`config.mk`:
```
export PLATFORM = sky130hd
export DESIGN_NAME = pipeline_run_ctrl_flat
export DESIGN_NICKNAME = d
export VERILOG_FILES = /design/src/rtl/pipeline_run_ctrl_if.sv /design/src/rtl/pipeline_run_ctrl.sv /design/src/flat_wrapper.sv
export SDC_FILE = /design/constraint.sdc
export NUM_CORES = 1
export LEC_CHECK = 0
export CAP_MARGIN = 10
export CORE_ASPECT_RATIO = 0.5
export CORE_UTILIZATION = 45
export CTS_CLUSTER_SIZE = 30
export DETAILED_ROUTE_END_ITERATION = 10
export PLACE_DENSITY_LB_ADDON = 0.2
export SYNTH_ARGS = -nofsm -noshare
export SYNTH_HDL_FRONTEND = slang
export SYNTH_SLANG_ARGS = --single-unit
```
`constraint.sdc`:
```
create_clock -name clock -period 7 [get_ports clock]
set_clock_uncertainty 0.15 [all_clocks]
set_input_delay 0.7 -clock clock [delete_from_list [all_inputs] [get_ports clock]]
set_output_delay 0.7 -clock clock [all_outputs]
set_load 0.02 [all_outputs]
```
`src/rtl/pipeline_run_ctrl_if.sv`:
```
// Debug/run-control bundle between the pipeline debug front end and
// the run controller: switch/button levels, PC monitor, breakpoint
// configuration and the resulting enable/status signals.
interface pipeline_run_ctrl_if #(
  parameter int PC_W   = 32,
  parameter int NUM_BP = 4,
  parameter int STEP_W = 8
);
  logic                     change;
  logic                     step;
  logic [STEP_W-1:0]        step_count;
  logic [PC_W-1:0]          pc;
  logic [NUM_BP*PC_W-1:0]   bp_addr;
  logic [NUM_BP-1:0]        bp_en;
  logic                     cpu_en;
  logic                     mode;
  logic                     halted;
  logic [NUM_BP-1:0]        bp_hit;
  logic [31:0]              cycle_count;

  // Debug front end / pipeline side
  modport master (
    output change, step, step_count, pc, bp_addr, bp_en,
    input  cpu_en, mode, halted, bp_hit, cycle_count
  );

  // Run controller side
  modport slave (
    input  change, step, step_count, pc, bp_addr, bp_en,
    output cpu_en, mode, halted, bp_hit, cycle_count
  );
endinterface

```
`src/rtl/pipeline_run_ctrl.sv`:
```
// Pipeline run controller: run/halt/step FSM driven by a mode switch and a
// step button, with per-channel PC breakpoints. A breakpointed instruction
// never advances; on resume it is let through exactly once via a skip flag.
module pipeline_run_ctrl #(
  parameter int PC_W   = 32,
  parameter int NUM_BP = 4,
  parameter int STEP_W = 8
) (
  input  logic                  clock,
  input  logic                  reset,
  pipeline_run_ctrl_if.slave    bus
);

  typedef enum logic [1:0] {
    ST_RUN  = 2'd0,
    ST_HALT = 2'd1,
    ST_STEP = 2'd2
  } state_t;

  state_t              r_state;
  logic                r_mode;
  logic                r_skip;
  logic                r_live;
  logic [STEP_W-1:0]   r_count;
  logic [NUM_BP-1:0]   r_bpHit;
  logic [31:0]         r_cycleCount;
  logic [1:0]          r_chgSync;
  logic [1:0]          r_stpSync;
  logic                r_chgDly;
  logic                r_stpDly;

  logic [NUM_BP-1:0]   w_matchVec;
  logic                w_match;
  logic                w_qMatch;
  logic                w_cpuEn;
  logic                w_chgEdge;
  logic                w_stpEdge;
  logic [STEP_W-1:0]   w_loadCount;

  // Per-channel address compare, gated by the channel enable
  for (genvar g = 0; g < NUM_BP; g++) begin : g_bp
    assign w_matchVec[g] = bus.bp_en[g] && (bus.pc == bus.bp_addr[g*PC_W +: PC_W]);
  end

  assign w_match     = |w_matchVec;
  assign w_qMatch    = w_match && !r_skip;
  assign w_cpuEn     = r_live && (r_state != ST_HALT) && !w_qMatch;
  assign w_chgEdge   = r_chgSync[1] && !r_chgDly;
  assign w_stpEdge   = r_stpSync[1] && !r_stpDly;
  assign w_loadCount = (bus.step_count == '0) ? STEP_W'(1) : bus.step_count;

  assign bus.cpu_en      = w_cpuEn;
  assign bus.mode        = r_mode;
  assign bus.halted      = (r_state == ST_HALT);
  assign bus.bp_hit      = r_bpHit;
  assign bus.cycle_count = r_cycleCount;

  // Two-flop synchronisers plus a delay flop for rising-edge detection
  always_ff @(posedge clock or negedge reset) begin
    if (!reset) begin
      r_chgSync <= 2'b00;
      r_stpSync <= 2'b00;
      r_chgDly  <= 1'b0;
      r_stpDly  <= 1'b0;
    end else begin
      r_chgSync <= {r_chgSync[0], bus.change};
      r_stpSync <= {r_stpSync[0], bus.step};
      r_chgDly  <= r_chgSync[1];
      r_stpDly  <= r_stpSync[1];
    end
  end

  // Enable decode is held off until the first edge after reset release
  always_ff @(posedge clock or negedge reset) begin
    if (!reset) r_live <= 1'b0;
    else        r_live <= 1'b1;
  end

  // Free-running count of advanced cycles, wrapping naturally at 2^32
  always_ff @(posedge clock or negedge reset) begin
    if (!reset)       r_cycleCount <= 32'd0;
    else if (w_cpuEn) r_cycleCount <= r_cycleCount + 32'd1;
  end

  // Run-control FSM; a breakpoint beats both mode changes and burst end,
  // and a change edge beats a coincident step edge
  always_ff @(posedge clock or negedge reset) begin
    if (!reset) begin
      r_state <= ST_RUN;
      r_mode  <= 1'b0;
      r_skip  <= 1'b0;
      r_count <= '0;
      r_bpHit <= '0;
    end else begin
      if (w_cpuEn) r_skip <= 1'b0;
      case (r_state)
        ST_RUN: begin
          if (w_qMatch) begin
            r_state <= ST_HALT;
            r_bpHit <= w_matchVec;
            r_count <= '0;
          end else if (w_chgEdge) begin
            r_state <= ST_HALT;
            r_mode  <= 1'b1;
          end
        end
        ST_STEP: begin
          if (w_qMatch) begin
            r_state <= ST_HALT;
            r_bpHit <= w_matchVec;
            r_count <= '0;
          end else if (w_chgEdge) begin
            r_state <= ST_RUN;
            r_mode  <= 1'b0;
            r_count <= '0;
          end else if (w_cpuEn) begin
            if (r_count == STEP_W'(1)) begin
              r_state <= ST_HALT;
              r_count <= '0;
            end else begin
              r_count <= r_count - STEP_W'(1);
            end
          end
        end
        ST_HALT: begin
          if (w_chgEdge) begin
            if (!r_mode) begin
              r_mode <= 1'b1;
            end else begin
              r_state <= ST_RUN;
              r_mode  <= 1'b0;
              r_skip  <= 1'b1;
              r_bpHit <= '0;
            end
          end else if (w_stpEdge) begin
            r_skip  <= 1'b1;
            r_bpHit <= '0;
            if (!r_mode) begin
              r_state <= ST_RUN;
            end else begin
              r_state <= ST_STEP;
              r_count <= w_loadCount;
            end
          end
        end
        default: begin
          r_state <= ST_RUN;
        end
      endcase
    end
  end

endmodule

```
`src/flat_wrapper.sv`:
```
// flat-port wrapper written by rule: the top's interface ports become plain ports
module pipeline_run_ctrl_flat 
#(
  parameter int PC_W   = 32,
  parameter int NUM_BP = 4,
  parameter int STEP_W = 8
)
  (clock, reset, bus_change, bus_step, bus_step_count, bus_pc, bus_bp_addr, bus_bp_en, bus_cpu_en, bus_mode, bus_halted, bus_bp_hit, bus_cycle_count);
  pipeline_run_ctrl_if #(.PC_W(PC_W), .NUM_BP(NUM_BP), .STEP_W(STEP_W)) bus_i ();
  input  logic clock;
  input  logic reset;
  input wire logic [$bits(bus_i.change)-1:0] bus_change;
  input wire logic [$bits(bus_i.step)-1:0] bus_step;
  input wire logic [$bits(bus_i.step_count)-1:0] bus_step_count;
  input wire logic [$bits(bus_i.pc)-1:0] bus_pc;
  input wire logic [$bits(bus_i.bp_addr)-1:0] bus_bp_addr;
  input wire logic [$bits(bus_i.bp_en)-1:0] bus_bp_en;
  output wire logic [$bits(bus_i.cpu_en)-1:0] bus_cpu_en;
  output wire logic [$bits(bus_i.mode)-1:0] bus_mode;
  output wire logic [$bits(bus_i.halted)-1:0] bus_halted;
  output wire logic [$bits(bus_i.bp_hit)-1:0] bus_bp_hit;
  output wire logic [$bits(bus_i.cycle_count)-1:0] bus_cycle_count;
  assign bus_i.change = bus_change;
  assign bus_i.step = bus_step;
  assign bus_i.step_count = bus_step_count;
  assign bus_i.pc = bus_pc;
  assign bus_i.bp_addr = bus_bp_addr;
  assign bus_i.bp_en = bus_bp_en;
  assign bus_cpu_en = bus_i.cpu_en;
  assign bus_mode = bus_i.mode;
  assign bus_halted = bus_i.halted;
  assign bus_bp_hit = bus_i.bp_hit;
  assign bus_cycle_count = bus_i.cycle_count;
  pipeline_run_ctrl #(.PC_W(PC_W), .NUM_BP(NUM_BP), .STEP_W(STEP_W)) u_core (.clock(clock), .reset(reset), .bus(bus_i));
endmodule
```
==> metrics.yaml <==
status: "complete, no violations"
die_area_um2: 10500
yosys_warnings: 0
track_usage_pct: 34.8
cp_max_fo: 25
die-width_um: 144
core-area_um2: 9630
dieHeight_um: 73.1
dr.pass1.iters: 5
syn_avg_cell_area_um2: 9.06
cts-root-buf: "clkbuf_16"
clock_latency_ps: 300
synth_area_um2: 4550
avgViaCountPerCell: 5.69
cts_buffers: 5
tns_ps: 0
end_kind: "output pin"
worst_pin_slew_ps: 716
rows: 25
drtIter0Drc: 440
max_freq_mhz: 194
antenna_found_initial: 0
placed_area_um2: 6800
grt_max_degree: 56
netlist_instances: 502
setup_viol: 0
place.gp.congestion: 0.997
relSlewSlack_pct: 52.0
maxCapViolations: 0
nets: 897
grt_pass1_wl_um: 26900
critPathLaunchType: "input port"
final_cell_area_um2: 6950
cp.arrival_ps: 4310
rsz0062_at_grt: "false"
power.density_nw_per_um2: 188
clock_sinks: 55
clkTransAtPathRegs_ps: 70
htree_levels: 2
drc_errors: 0
crit_type: "input port to output pin"
final_max_slew_viol_count: 0
synth-seq-cells: 55
wire_per_inst_um: 21.3
hold_viol: 0
cts.path.max_buffers: 2
ant_nets: 0
area_growth_pct: 52.8
dp_hpwl_um: 14600
synth_cell_type_count: 54
p_leak_nw: 2.60
ys_async_sr_fraction_pct: 100
cts_tree: "done"
drive_gt1_share_pct: 3.92
seq_area_frac_synth_pct: 30.3
cts_resized: 0
ctsHoldBuffers: 0
synth_ff_type: "dfrtp_1"
fin_crit_ps: 5160
synth_edf_count: 0
cp.required_ps: 6150
hold_path.class: "flop to flop"
ir_drop_v: 0.000203
via_count: 4839
portBuffers: 214
syn_nets: 685
initial_utilization_pct: 47.2
fillers: 787
grt_pass1_vias: 4740
period_share_pct: 73.7
grt_overflow: 0
routed_wl_um: 18100
ios: 215
cts_setup_buffers: 0
antenna-diode-count: 0
-- registers in the layout, summed over array words and instances (netlist names) --
name,cells
u_core.r_chgDly,1
u_core.r_chgSync,2
u_core.bus.mode,1
u_core.r_state,2
u_core.r_count,8
u_core.r_skip,1
u_core.bus.cycle_count,32
u_core.r_stpSync,2
u_core.bus.bp_hit,4
u_core.r_live,1
u_core.r_stpDly,1
-- logic make-up after synthesis --
family | Yosys count | synth area share (%)
adders and majority gates | 7 | 1.93
xor gates and xnor gates | 152 | 29.3
muxes | 2 | 0.440
and+or+nand+nor | 205 | 27.2
AOI/OAI and AO/OA | 48 | 7.54
other | 1 | 0.0825
DFF | 55 | 30.3
buffers and inverters | 32 | 3.30
-- metal layers --
layer	share of wire [%]	GRT usage [%]	vias up	routed length [um]
met1	44	48.3	2308	8060
met5	0	0	-	0
met3	9.8	7.28	37	1770
li1	-	-	2236	-
met4	2.4	10.5	0	438
met2	43	54.8	258	7860
-- through the flow --
stage / hold slack (ps) / setup WS, ps / cells / total power [W] / utilization [%]
after floorplan: 181 / 3560 / 502 / 0.000780 / -
after global placement: 189 / 1970 / 842 / 0.00103 / 70.5
after detailed placement: 197 / 1940 / 842 / 0.00104 / 70.5
after CTS: 207 / 1930 / 850 / 0.00130 / 72.1
after global routing: 222 / 1670 / 850 / 0.00138 / 72.1
final: 205 / 1840 / 850 / 0.00130 / 72.1
-- final timing paths --
path                                                 from                         end  slack [ps]  cells past startpoint
worst max-delay path                           bus_pc[20]                  bus_cpu_en        1840                      9
worst min-delay path                  u_core.r_stpSync[0]         u_core.r_stpSync[1]         210                      0
worst max register to register  u_core.bus.cycle_count[2]  u_core.bus.cycle_count[25]        4100                      8
worst min register to register        u_core.r_stpSync[0]         u_core.r_stpSync[1]         210                      0
max in group asynchronous                           reset           u_core.r_count[4]        5880                      2
min in group asynchronous                           reset           u_core.r_count[0]         360                      2
-- placed cells by master, fill, tap and decap left out, types with 6 or more instances in the layout --
| cell type | count |
|---|---|
| clkdlybuf4s50_1 | 213 |
| xnor2_1 | 87 |
| xor2_1 | 65 |
| dfrtp_1 | 55 |
| nand4_1 | 41 |
| nor4_1 | 30 |
| nand2_1 | 27 |
| nand3_1 | 24 |
| inv_1 | 21 |
| nor3_1 | 18 |
| nor2_1 | 11 |
| a21oi_1 | 10 |
| and3_1 | 10 |
| o22ai_1 | 7 |
| o21ai_0 | 7 |
| nand3_2 | 7 |
| ha_1 | 7 |
| nand2b_1 | 6 |
-- critical path: stages --
cell and delay [ps]:
clkdlybuf4s50_1 580, nor2b_1 230, a2111o_1 370, nor4_1 560, nand3_1 230, a41oi_4 410
or2_1 420, inv_4 210, clkdlybuf4s50_1 590
-- synth_stat cells, types with 2 or more instances --
master     count  area (um^2)
a21o_1         2         15.0
a21oi_1       10         50.1
a31oi_1        4         25.0
and2_1         2         12.5
and3_1        10         62.6
and4_1         5         43.8
buf_2          4         20.0
buf_6          3         33.8
clkbuf_1       3         11.3
dfrtp_1       55         1380
ha_1           7         87.6
inv_1         21         78.8
mux2i_1        2         20.0
nand2_1       27          101
nand2b_1       6         37.5
nand3_1       24          120
nand3_2        7         70.1
nand4_1       41          257
nand4b_1       2         17.5
nor2_1        11         41.3
nor2b_1        5         31.3
nor3_1        18         90.1
nor4_1        30          188
nor4_2         2         25.0
nor4b_2        2         30.0
o21ai_0        7         35.0
o22ai_1        7         43.8
o2bb2ai_1      5         43.8
or2_1          2         12.5
or2_2          2         12.5
or4_1          2         15.0
or4_4          2         22.5
xnor2_1       87          762
xor2_1        65          569
-- where the power goes --
group / switching [W] / internal, W / leakage [nW]
registers: 0.0000508 / 0.000362 / 0.708
logic: 0.000353 / 0.000283 / 1.82
clock network: 0.000119 / 0.000136 / 0.0748
-- layout make-up --
class                           instances  area (um^2)  area share [%]
Tap cell                              135          169            2.43
Multi-Input combinational cell        415         3020            43.5
Timing Repair Buffer                  215         2140            30.9
Clock buffer                            5          125            1.80
Sequential cell                        55         1380            19.8
Clock inverter                          3         26.3           0.378
Inverter                               22         85.1            1.22
Power figures use the tool's default switching activity.
